$ cat src/rtl/mdu_pkg.sv
// Shared definitions for the multiply/divide unit: op encoding, FSM states, operation kinds.
package mdu_pkg;

  localparam int MDU_WIDTH = 32;

  localparam logic [2:0] MDU_MULT  = 3'd0;
  localparam logic [2:0] MDU_MULTU = 3'd1;
  localparam logic [2:0] MDU_DIV   = 3'd2;
  localparam logic [2:0] MDU_DIVU  = 3'd3;
  localparam logic [2:0] MDU_MTHI  = 3'd4;
  localparam logic [2:0] MDU_MTLO  = 3'd5;
  localparam logic [2:0] MDU_MADD  = 3'd6;
  localparam logic [2:0] MDU_MADDU = 3'd7;

  typedef enum logic [1:0] {
    ST_IDLE = 2'd0,
    ST_CALC = 2'd1,
    ST_FIX  = 2'd2
  } mdu_state_t;

  typedef enum logic [1:0] {
    KIND_MUL  = 2'd0,
    KIND_DIV  = 2'd1,
    KIND_MADD = 2'd2,
    KIND_NOP  = 2'd3
  } mdu_kind_t;

endpackage

$ cat src/rtl/mdu_iter_step.sv
// One combinational iteration: shift-add multiply (mode=0) or restoring divide step (mode=1).
module mdu_iter_step #(
  parameter int WIDTH = 32
) (
  input  logic             mode,
  input  logic [WIDTH:0]   upper,
  input  logic [WIDTH-1:0] lower,
  input  logic [WIDTH-1:0] operand,
  output logic [WIDTH:0]   upper_next,
  output logic [WIDTH-1:0] lower_next
);

  logic [WIDTH:0]   sum;
  logic [WIDTH:0]   shifted;
  logic [WIDTH+1:0] trial;

  always_comb begin
    sum     = upper + {1'b0, (lower[0] ? operand : {WIDTH{1'b0}})};
    shifted = {upper[WIDTH-1:0], lower[WIDTH-1]};
    trial   = {1'b0, shifted} - {2'b00, operand};
    if (mode) begin
      // Borrow out of the trial subtract means the divisor did not fit: restore.
      if (trial[WIDTH+1]) begin
        upper_next = shifted;
        lower_next = {lower[WIDTH-2:0], 1'b0};
      end else begin
        upper_next = trial[WIDTH:0];
        lower_next = {lower[WIDTH-2:0], 1'b1};
      end
    end else begin
      upper_next = {1'b0, sum[WIDTH:1]};
      lower_next = {sum[0], lower[WIDTH-1:1]};
    end
  end

endmodule

$ cat src/rtl/mult_div_unit.sv
// Iterative multiply/divide unit with architectural HI/LO, one step per clock.
// Define MDU_MADD_EN to enable MADD/MADDU accumulate into {hi,lo} (one extra FIX cycle).
module mult_div_unit
  import mdu_pkg::*;
#(
  parameter int WIDTH = MDU_WIDTH
) (
  input  logic             clk,
  input  logic             rst,
  input  logic             start,
  input  logic [2:0]       op,
  input  logic [WIDTH-1:0] a,
  input  logic [WIDTH-1:0] b,
  output logic             busy,
  output logic             done,
  output logic [WIDTH-1:0] hi,
  output logic [WIDTH-1:0] lo,
  output logic             div_by_zero
);

  localparam int CNT_W = $clog2(WIDTH + 1);

  mdu_state_t state, state_next;
  mdu_kind_t  kind, kind_new;
  logic [CNT_W-1:0] cnt;
  logic [WIDTH:0]   upper, upper_next;
  logic [WIDTH-1:0] lower, lower_next, opnd;
  logic             sign_q, sign_r, bz;
  logic             is_signed, is_move, a_neg, b_neg, last_iter;
  logic [WIDTH-1:0] mag_a, mag_b, quo_fix, rem_fix;
  logic signed [2*WIDTH-1:0] prod_fix;
`ifdef MDU_MADD_EN
  logic                      fix_phase;
  logic signed [2*WIDTH-1:0] prod_r;
`endif

  function automatic logic [WIDTH-1:0] cond_neg(input logic neg, input logic [WIDTH-1:0] v);
    return neg ? -v : v;
  endfunction

  function automatic logic [2*WIDTH-1:0] cond_neg2(input logic neg, input logic [2*WIDTH-1:0] v);
    return neg ? -v : v;
  endfunction

  always_comb begin
    is_signed = (op == MDU_MULT) || (op == MDU_DIV) || (op == MDU_MADD);
    is_move   = (op == MDU_MTHI) || (op == MDU_MTLO);
    a_neg     = is_signed & a[WIDTH-1];
    b_neg     = is_signed & b[WIDTH-1];
    mag_a     = cond_neg(a_neg, a);
    mag_b     = cond_neg(b_neg, b);
    case (op)
      MDU_MULT, MDU_MULTU: kind_new = KIND_MUL;
      MDU_DIV, MDU_DIVU:   kind_new = KIND_DIV;
`ifdef MDU_MADD_EN
      MDU_MADD, MDU_MADDU: kind_new = KIND_MADD;
`else
      MDU_MADD, MDU_MADDU: kind_new = KIND_NOP;
`endif
      default:             kind_new = KIND_NOP;
    endcase
  end

  mdu_iter_step #(.WIDTH(WIDTH)) u_step (
    .mode       (kind == KIND_DIV),
    .upper      (upper),
    .lower      (lower),
    .operand    (opnd),
    .upper_next (upper_next),
    .lower_next (lower_next)
  );

  // Sign correction; a zero divisor forces an all-ones quotient while the
  // remainder path already reproduces the original dividend.
  always_comb begin
    last_iter = (cnt == CNT_W'(WIDTH - 1));
    prod_fix  = cond_neg2(sign_q, {upper[WIDTH-1:0], lower});
    quo_fix   = bz ? {WIDTH{1'b1}} : cond_neg(sign_q, lower);
    rem_fix   = cond_neg(sign_r, upper[WIDTH-1:0]);
  end

  always_comb begin
    state_next = state;
    busy       = (state != ST_IDLE);
    case (state)
      ST_IDLE: if (start && !is_move) state_next = (kind_new == KIND_NOP) ? ST_FIX : ST_CALC;
      ST_CALC: if (last_iter) state_next = ST_FIX;
      ST_FIX: begin
`ifdef MDU_MADD_EN
        if (!(kind == KIND_MADD && !fix_phase)) state_next = ST_IDLE;
`else
        state_next = ST_IDLE;
`endif
      end
      default: state_next = ST_IDLE;
    endcase
  end

  // Operand capture and iteration stage
  always_ff @(posedge clk) begin
    if (state == ST_IDLE && start) begin
      kind   <= kind_new;
      bz     <= (b == '0);
      sign_q <= a_neg ^ b_neg;
      sign_r <= a_neg;
      upper  <= '0;
      if (kind_new == KIND_DIV) begin
        lower <= mag_a;
        opnd  <= mag_b;
      end else begin
        lower <= mag_b;
        opnd  <= mag_a;
      end
    end else if (state == ST_CALC) begin
      upper <= upper_next;
      lower <= lower_next;
    end
`ifdef MDU_MADD_EN
    if (state == ST_FIX) prod_r <= prod_fix;
`endif
  end

  // Result write-back stage
  always_ff @(posedge clk or posedge rst) begin
    if (rst) begin
      state       <= ST_IDLE;
      cnt         <= '0;
      done        <= 1'b0;
      hi          <= '0;
      lo          <= '0;
      div_by_zero <= 1'b0;
`ifdef MDU_MADD_EN
      fix_phase   <= 1'b0;
`endif
    end else begin
      state <= state_next;
      done  <= 1'b0;
      case (state)
        ST_IDLE: if (start) begin
          cnt <= '0;
          if (op == MDU_MTHI) begin
            hi   <= a;
            done <= 1'b1;
          end else if (op == MDU_MTLO) begin
            lo   <= a;
            done <= 1'b1;
          end else begin
            div_by_zero <= 1'b0;
          end
        end
        ST_CALC: cnt <= cnt + CNT_W'(1);
        ST_FIX: begin
`ifdef MDU_MADD_EN
          if (kind == KIND_MADD) begin
            if (!fix_phase) begin
              fix_phase <= 1'b1;
            end else begin
              fix_phase <= 1'b0;
              {hi, lo}  <= {hi, lo} + prod_r;
              done      <= 1'b1;
            end
          end else
`endif
          begin
            done <= 1'b1;
            if (kind == KIND_MUL) begin
              {hi, lo} <= prod_fix;
            end else if (kind == KIND_DIV) begin
              hi          <= rem_fix;
              lo          <= quo_fix;
              div_by_zero <= bz;
            end
          end
        end
        default: ;
      endcase
    end
  end

endmodule

$ cat config.mk
export PLATFORM = sky130hd
export DESIGN_NAME = mult_div_unit
export DESIGN_NICKNAME = d
export VERILOG_FILES = /design/src/rtl/mdu_pkg.sv /design/src/rtl/mdu_iter_step.sv /design/src/rtl/mult_div_unit.sv
export SDC_FILE = /design/constraint.sdc
export NUM_CORES = 1
export LEC_CHECK = 0
export CORE_ASPECT_RATIO = 0.7
export CORE_MARGIN = 2
export CORE_UTILIZATION = 25
export CTS_CLUSTER_SIZE = 20
export DETAILED_ROUTE_END_ITERATION = 7
export PLACE_DENSITY_LB_ADDON = 0.05
export SLEW_MARGIN = 20
export SYNTH_ARGS = -nofsm -noshare
export SYNTH_HDL_FRONTEND = slang
export SYNTH_SLANG_ARGS = --single-unit
$ cat constraint.sdc
create_clock -name clk -period 3.7 [get_ports clk]
set_input_delay 0.925 -clock clk [delete_from_list [all_inputs] [get_ports clk]]
set_output_delay 0.925 -clock clk [all_outputs]
set_load 0.005 [all_outputs]
==> reports/metrics.yaml <==
grt_max_degree: 73
drv_slew: 0
yosysSeqAreaShare: 0.308
rsz0062_at_grt: "false"
critPathArrivalTime_ps: 3790
gp_congestion: 0.897
synth-adder-area-share: 0.0607
start_util: 0.254
cts_tree: "built"
setup_ws_ps: 117
wire_per_inst_um: 24.0
post-place-ws_ps: -530
synth.top_cell.area_share: 0.139
area_growth_pct: 32.5
yosysWarnings: 0
worst-slew-pin-transition_ps: 1000
postCtsSetupBuffers: 0
ys_ff_latch: 176
first_iter_violations: 1442
clock_latency_ps: 470
grt_pass1_vias: 15200
syn_inst: 1873
synth-async-reset-ratio: 0.420
htree_levels: 4
nets: 2349
clock_sinks: 176
fin_crit_sh: 0.968
synthFlopType: "dfrtp_1"
synth_edf_count: 69
num_rows: 74
drt-vias-per-instance: 5.23
dieArea_um2: 61500
synth.area.top_cells: "edfxtp_1 (14%), dfrtp_1 (12%), a21oi_1 (6.5%)"
fmax_ghz: 0.279
layout_common_cells: "buf_4 (276), nand2_1 (242), a21oi_1 (193)"
setup_violations: 0
slew_headroom: 0.328
muxShareOfSynthArea: 0.0324
min_path_type: "reg -> reg"
fp.dieH_um: 208
portBuffers: 136
cts_root_buf: "clkbuf_16"
ys_types: 86
startpoint_type: "input pin"
status: "complete, no violations"
p_per_area_nw_per_um2: 872
grt_pass1_wl_um: 106000
path_clk_slew_ps: 70
final_common_cell: "buf_4"
synth_area_leader_cell: "edfxtp_1"
peakVddDrop_mv: 0.351
worstSetupEndpointType: "flop"
finClkSkew_ps: 15.6
fin_util: 0.337
syn_avg_cell_area_um2: 7.95
antenna_found_initial: 1
synth_fp_nets: 2014
ant_nets: 0
power_leakage_nw: 8.19
hold_viol: 0
synth_top_family_by_area: "compound AO/OA/AOI/OAI gates"
critical_path.max_fanout: 4
core_um2: 58600
wl_um: 72600
synthSimpleGateAreaFrac: 0.199
dp_hpwl_um: 59600
io_pins: 137
synth-compound-area-share: 0.251
drive_above_1_share: 0.171
cts_buffers: 17
first_pass_iters: 5
synth_xor_area_frac: 0.0982
cap_violations: 0
critical_path_class: "in -> reg"
synth_area_um2: 14900
die_x_um: 296
track_usage: 0.234
overflow: 0
clock_path_buffers: 2
finalCriticalPeriod_ps: 3580
drc: 0
worstPathRequired_ps: 3910
vias: 15800
[power by group]
| group | leakage [nW] | internal, W | switching (W) |
|---|---|---|---|
| Combinational | 6.04 | 0.00499 | 0.00644 |
| Sequential | 1.84 | 0.00303 | 0.000789 |
| Clock | 0.305 | 0.00108 | 0.000885 |
| Total | 8.19 | 0.00909 | 0.00811 |
[through the flow]
step | instances | hold slack [ps] | cell area (um^2) | setup TNS (ps) | total power [W]
global route | 3019 | 509 | 19700 | 0 | 0.0185
floorplan | 1873 | 458 | 14900 | -9.54 | 0.00979
CTS | 3019 | 487 | 19700 | 0 | 0.0171
finish | 3020 | 486 | 19700 | 0 | 0.0172
detailed placement | 2987 | 470 | 19000 | -9020 | 0.0151
global placement | 2987 | 472 | 19000 | -8220 | 0.0151
[critical path, stage by stage]
cell	delay (ps)
clkdlybuf4s50_1	560
inv_1	120
ha_1	180
nand2b_1	100
nor4_1	350
and3_1	250
nand2_1	80
or4_1	480
nand2_1	120
xor2_1	210
nor3_1	60
or3_1	380
[final timing paths]
kind                                     startpoint                    end  slack (ps)  depth (start not counted)
worst max-delay path                           a[1]    lower[26]$_DFFE_PP_         120                         12
worst min register to register   lo[20]$_DFFE_PP0P_     lo[20]$_DFFE_PP0P_         490                          2
worst max register to register  lower[31]$_DFFE_PP_  upper[4]$_SDFFE_PP0P_         200                         15
worst min-delay path             lo[20]$_DFFE_PP0P_     lo[20]$_DFFE_PP0P_         490                          2
max in group asynchronous                       rst      lo[8]$_DFFE_PP0P_        2220                          3
min in group asynchronous                       rst     hi[14]$_DFFE_PP0P_         830                          2
[sequential cells by signal (all words and copies together) (netlist names)]
signal	flops
opnd	32
done	1
cnt	6
lo	32
upper	33
lower	32
state	2
sign_r	1
div_by_zero	1
sign_q	1
bz	1
kind	2
hi	32
[kinds of logic (layout without fill, tap and decap cells)]
logic type / Yosys count / in the layout
AND/OR/NAND/NOR: 624 / 624
flip-flops: 176 / 176
AO/OA/AOI/OAI: 613 / 613
multiplexers: 48 / 48
XOR/XNOR: 166 / 166
adder cells (fa/ha/maj): 71 / 71
other: 0 / 1
buffers and inverters: 175 / 523
[cell usage after synthesis (all sizes together), types with 11 or more instances]
cell,number
nor2,148
a21o,24
o21a,13
nor2b,16
dfrtp,74
o22ai,36
a21oi,194
xnor2,107
nand3,36
a211oi,11
o31ai,25
a31oi,41
o41ai,12
nand4,15
edfxtp,69
dfxtp,33
nor3,41
xor2,59
or4,12
mux2i,46
clkbuf,91
nand2,243
or3,26
inv,70
nor4,18
ha,69
nand2b,16
o21ai,165
and3,17
[per-layer routing]
layer	vias to the layer above	part of all wire	track usage
met5	-	0.00018	0
li1	7491	-	-
met2	463	0.38	0.303
met4	2	0.013	0.0418
met3	48	0.074	0.0580
met1	7786	0.54	0.379
[area by class of cell]
class	count	area, um^2
Fill cell	6232	38900
Tap cell	798	998
Sequential cell	176	4580
Clock inverter	5	32.5
Timing Repair Buffer	420	3590
Antenna cell	1	2.50
Clock buffer	27	578
Inverter	71	268
Multi-Input combinational cell	1522	9660
[what timing repair did]
| item | 4_1_cts | 5_1_grt |
|---|---|---|
| pin swaps | 9 | 3 |
| setup endpoints to repair | 9 | 32 |
| hold buffers | 0 | 0 |
| cloned | 0 | 0 |
| resized for setup | 14 | 10 |
Note: power is estimated with default switching activity, not from simulation.
==> RTL change 1, RTL diff (config.mk and constraints unchanged) <==
Register the output `div_by_zero` once more, cleared by the reset; this adds one clock of latency there. The other outputs are not delayed to match.
--- a/src/rtl/mult_div_unit.sv
+++ b/src/rtl/mult_div_unit.sv
@@ -19,6 +19,8 @@
 );
 
   localparam int CNT_W = $clog2(WIDTH + 1);
+
+  logic div_by_zero_s0;
 
   mdu_state_t state, state_next;
   mdu_kind_t  kind, kind_new;
@@ -128,7 +130,7 @@
       done        <= 1'b0;
       hi          <= '0;
       lo          <= '0;
-      div_by_zero <= 1'b0;
+      div_by_zero_s0 <= 1'b0;
 `ifdef MDU_MADD_EN
       fix_phase   <= 1'b0;
 `endif
@@ -145,7 +147,7 @@
             lo   <= a;
             done <= 1'b1;
           end else begin
-            div_by_zero <= 1'b0;
+            div_by_zero_s0 <= 1'b0;
           end
         end
         ST_CALC: cnt <= cnt + CNT_W'(1);
@@ -168,7 +170,7 @@
             end else if (kind == KIND_DIV) begin
               hi          <= rem_fix;
               lo          <= quo_fix;
-              div_by_zero <= bz;
+              div_by_zero_s0 <= bz;
             end
           end
         end
@@ -177,5 +179,13 @@
     end
   end
 
+  always_ff @(posedge clk or posedge rst) begin
+    if (rst) begin
+      div_by_zero <= '0;
+    end else begin
+      div_by_zero <= div_by_zero_s0;
+    end
+  end
+
 endmodule
 
Function: no difference found for any inputs over 4 cycles, from zero or initial values and one cycle with rst high; that may be too few to reach the edited logic, so the function may still have changed.
==> RTL change 1 against the original RTL <==
Setup slack better by 0.080 ns; area after synthesis down 0.27%; final area shrank 3.1%; critical path type is now flip-flop to flip-flop; sequential share of layout area up 0.87 points; first-iteration DRC count is 0.90% higher; routed wire length decreased by 7.6%; power decreased by 5.7%; clock skew about the same; sequential power is 3% higher; sequential cell count is 1 higher.
==> RTL change 1: results (changes against the original RTL) <==
Vias in the first global route: 14830 (was 15150)
Sw Ratio: 0.4739 (was 0.4716)
Post-synth top cells: 298 x nand2_1, 160 x a21oi_1, 158 x o21ai_0, 151 x nor2_1, 111 x clkbuf_1 (was 242 x nand2_1, 193 x a21oi_1, 157 x o21ai_0, 147 x nor2_1, 106 x xnor2_1)
Post-synthesis net count: 2057 (was 2014)
DP Worst Slack: -0.2514 ns (was -0.5304 ns)
Placed instance area: 18480 um^2 (was 19030 um^2)
Synth top area cells: edfxtp_1 14%, dfrtp_1 13%, nand2_1 7.5% (was edfxtp_1 14%, dfrtp_1 12%, a21oi_1 6.5%)
Total GRT Usage: 0.2177 (was 0.2343)
Net Switching: 7.688 mW (was 8.114 mW)
WL final: 67.06 mm (was 72.55 mm)
Layout Cells excl Fill: 2977 (was 3020)
First-pass GRT wire length: 99.99 mm (was 105.7 mm)
Critical Path Start Type: flip-flop (was input port)
CP Max Fanout: 13 (was 4)
Library cells used by synthesis: 70 (was 86)
Drt initial violations: 1455 (was 1442)
Crit. Startpoint: lower[0] (was a[1])
Part of the cycle the worst path needs: 0.9468 (was 0.9684)
Mux share of post-synthesis cell area: 0.02360 (was 0.03245)
Status: complete, no violations (unchanged)
Hold Path Stages: 0 (was 2)
Reg-to-Reg End: upper[28] (was upper[4])
Worst r2r path cells: 12 (was 15)
Clk_skew: 0.01527 ns (was 0.01561 ns)
Post-Synth XOR/XNOR Area: 0.1027 (was 0.09818)
Ys async rst share: 0.4237 (was 0.4205)
Final nets: 2306 (was 2349)
Max IR drop VDD: 0.3739 mV (was 0.3515 mV)
DP HPWL: 54.12 mm (was 59.61 mm)
P_seq: 3.94 mW (was 3.81 mW)
Hold path startpoint: div_by_zero_s0 (was lo[20])
Global Route met2 Usage: 0.2972 (was 0.3031)
Hold slack: 0.3886 ns (was 0.4855 ns)
Syn Area/Cell: 7.748 um^2 (was 7.947 um^2)
Largest net degree at the start of global routing: 63 (was 73)
Worst min-delay path endpoint: div_by_zero (was lo[20])
Cells after DPL: 2944 (was 2987)
DR vias/cell: 5.175 (was 5.228)
Share of cells above drive strength 1: 0.1267 (was 0.1706)
Met3 Use GR: 0.02056 (was 0.05801)
==> RTL change 1: cell count changes in the layout (fill, tap and decap cells not counted), moves of 16 or more <==
cell / delta
nand2_1: +55
buf_4: -71
o211ai_1: +16
a21oi_1: -34
==> RTL change 1: worst max-delay path, stage by stage, from the launching register on <==
cell	delay, ns
edfxtp_1	0.44
inv_2	0.19
buf_12	0.16
nor2_1	0.05
ha_1	0.34
nand2_1	0.09
o31a_1	0.40
o41a_1	0.50
a31o_2	0.33
o41ai_1	0.41
mux2i_1	0.26
o311a_1	0.19
nor2_1	0.04
==> RTL change 1: metal layers <==
metal	routed length (um)	vias to the layer above
li1	-	7425
met1	36900	7583
met2	26710	362
met3	2861	33
met4	571	2
met5	17	-
==> RTL change 1: layout make-up <==
cell class                 instances  area (um^2)
clock buffer                      26        526.8
sequential                       177         4609
clock inverter                     6        66.31
inverter                          60        226.5
tap                              798        998.5
multi-input combinational       1561         9647
timing repair buffer             348         3040
antenna                            1        2.502
fill                            6326        39400
==> RTL change 2, RTL diff (same settings) <==
Made on the original files. `MDU_WIDTH`: 32 -> 16.
--- a/src/rtl/mdu_pkg.sv
+++ b/src/rtl/mdu_pkg.sv
@@ -1,7 +1,7 @@
 // Shared definitions for the multiply/divide unit: op encoding, FSM states, operation kinds.
 package mdu_pkg;
 
-  localparam int MDU_WIDTH = 32;
+  localparam int MDU_WIDTH = 16;
 
   localparam logic [2:0] MDU_MULT  = 3'd0;
   localparam logic [2:0] MDU_MULTU = 3'd1;
Interface: changed (resized a, b, hi and lo); port bits go from 137 to 73. No check against the original RTL was run, so the function may have changed too.
==> RTL change 2 against the original RTL <==
Setup slack better by 0.28 ns; non-clock buffer count decreased by 304; largest power group unchanged; routed wire length down 58%; fmax rose by 8.5%; area after synthesis decreased by 49%; clock skew shrank 0.0044 ns; sequential cell count is 81 lower; largest cell class unchanged; synthesized cell count down 50%; die area is 48% lower; sequential power fell by 44%; final area shrank 53%; combinational power decreased by 58%; critical endpoint is now upper[15]; power is 53% lower.
==> RTL change 2: results (changes against the original RTL) <==
Status: complete, no violations (unchanged)
Antenna diodes: 0 (was 1)
# H-tree levels: 3 (was 4)
Cts repair resizes: 0 (was 14)
Largest net degree at the start of global routing: 44 (was 73)
Layout Cells excl Fill: 1440 (was 3020)
Final nets: 1101 (was 2349)
DP Worst Slack: 0.3795 ns (was -0.5304 ns)
DP HPWL: 24.47 mm (was 59.61 mm)
Post-synthesis net count: 1023 (was 2014)
Critical-path top delay cell: fa_1 (was clkdlybuf4s50_1)
Synth top area cells: edfxtp_1 15%, dfrtp_1 14%, ha_1 6.3% (was edfxtp_1 14%, dfrtp_1 12%, a21oi_1 6.5%)
Placed instance area: 8959 um^2 (was 19030 um^2)
Ys async rst share: 0.4316 (was 0.4205)
Num CTS Buffers: 9 (was 17)
Total GRT Usage: 0.2005 (was 0.2343)
Syn Area/Cell: 8.016 um^2 (was 7.947 um^2)
Worst Tran Pin Value: 0.9274 ns (was 1.004 ns)
WL final: 30.84 mm (was 72.55 mm)
Critical path arrival: 3.55 ns (was 3.79 ns)
Share of cells above drive strength 1: 0.07782 (was 0.1706)
Routed vias: 7348 (was 15790)
First-pass GRT wire length: 46.34 mm (was 105.7 mm)
Max IR drop VDD: 0.3265 mV (was 0.3515 mV)
Register area share after synthesis: 0.3271 (was 0.3080)
Vias in the first global route: 6920 (was 15150)
EDFF count, synth: 37 (was 69)
Clk_skew: 0.01119 ns (was 0.01561 ns)
CP Max Fanout: 3 (was 4)
Post-synth top cells: 121 x nand2_1, 90 x nor2_1, 86 x o21ai_0, 60 x a21oi_1, 43 x clkbuf_1 (was 242 x nand2_1, 193 x a21oi_1, 157 x o21ai_0, 147 x nor2_1, 106 x xnor2_1)
Worst path top cell family by delay: compound AO/OA/AOI/OAI gates (was simple AND/OR/NAND/NOR gates)
Flip-flop count of the largest register after layout: 17 (was 33)
LEAKAGE: 3.716 nW (was 8.188 nW)
Buffers added on ports: 72 (was 136)
Library cells used by synthesis: 66 (was 86)
[RTL change 2: changes by cell type in the layout (fill, tap and decap cells not counted), moves of 19 or more]
cell / unedited run / this run
inv_1: 69 / 35
nor2_1: 146 / 90
a21oi_1: 193 / 60
nand2_1: 242 / 121
clkdlybuf4s50_1: 131 / 72
o21ai_0: 156 / 86
edfxtp_1: 69 / 37
buf_4: 276 / 44
mux2i_1: 46 / 27
xor2_1: 59 / 39
dfrtp_1: 74 / 41
xnor2_1: 106 / 37
ha_1: 69 / 38
[RTL change 2: worst paths after layout]
kind | to | slack [ns] | startpoint | cells after the start
max | upper[15] | 0.40 | opnd[0] | 11
min | lo[10] | 0.48 | lo[10] | 2
max reg2reg | upper[15] | 0.40 | opnd[0] | 11
min reg2reg | lo[10] | 0.48 | lo[10] | 2
max in group asynchronous | lo[5] | 2.06 | rst | 2
min in group asynchronous | lo[3] | 1.06 | rst | 2
[RTL change 2: report_power, final]
part           switching, mW  leakage (nW)  internal, mW
registers              0.531          1.01          1.62
logic                   2.76          2.54          2.03
clock network          0.510         0.161         0.554
[RTL change 2: cells by family after synthesis]
kind of cell,Yosys count,synth area share
mux,27,0.03568
flops,95,0.3271
buf+inv,87,0.04361
simple gates,332,0.2023
fa+ha+maj,40,0.06805
compound gates,288,0.2354
xor+xnor,76,0.08788
[RTL change 2: area by class of cell]
type	instances	area, um^2
Clock buffer	11	275.3
Clock inverter	5	46.29
Fill cell	3194	20630
Inverter	38	142.6
Multi-Input combinational cell	763	4772
Sequential cell	95	2477
Tap cell	412	515.5
Timing Repair Buffer	116	1051
[RTL change 2: metal layers]
layer	track usage	up-vias	wire [um]
li1	-	3587	-
met4	0.03627	0	242
met3	0.03736	17	1594
met2	0.2557	192	11470
met1	0.3343	3552	17530
met5	0	-	0
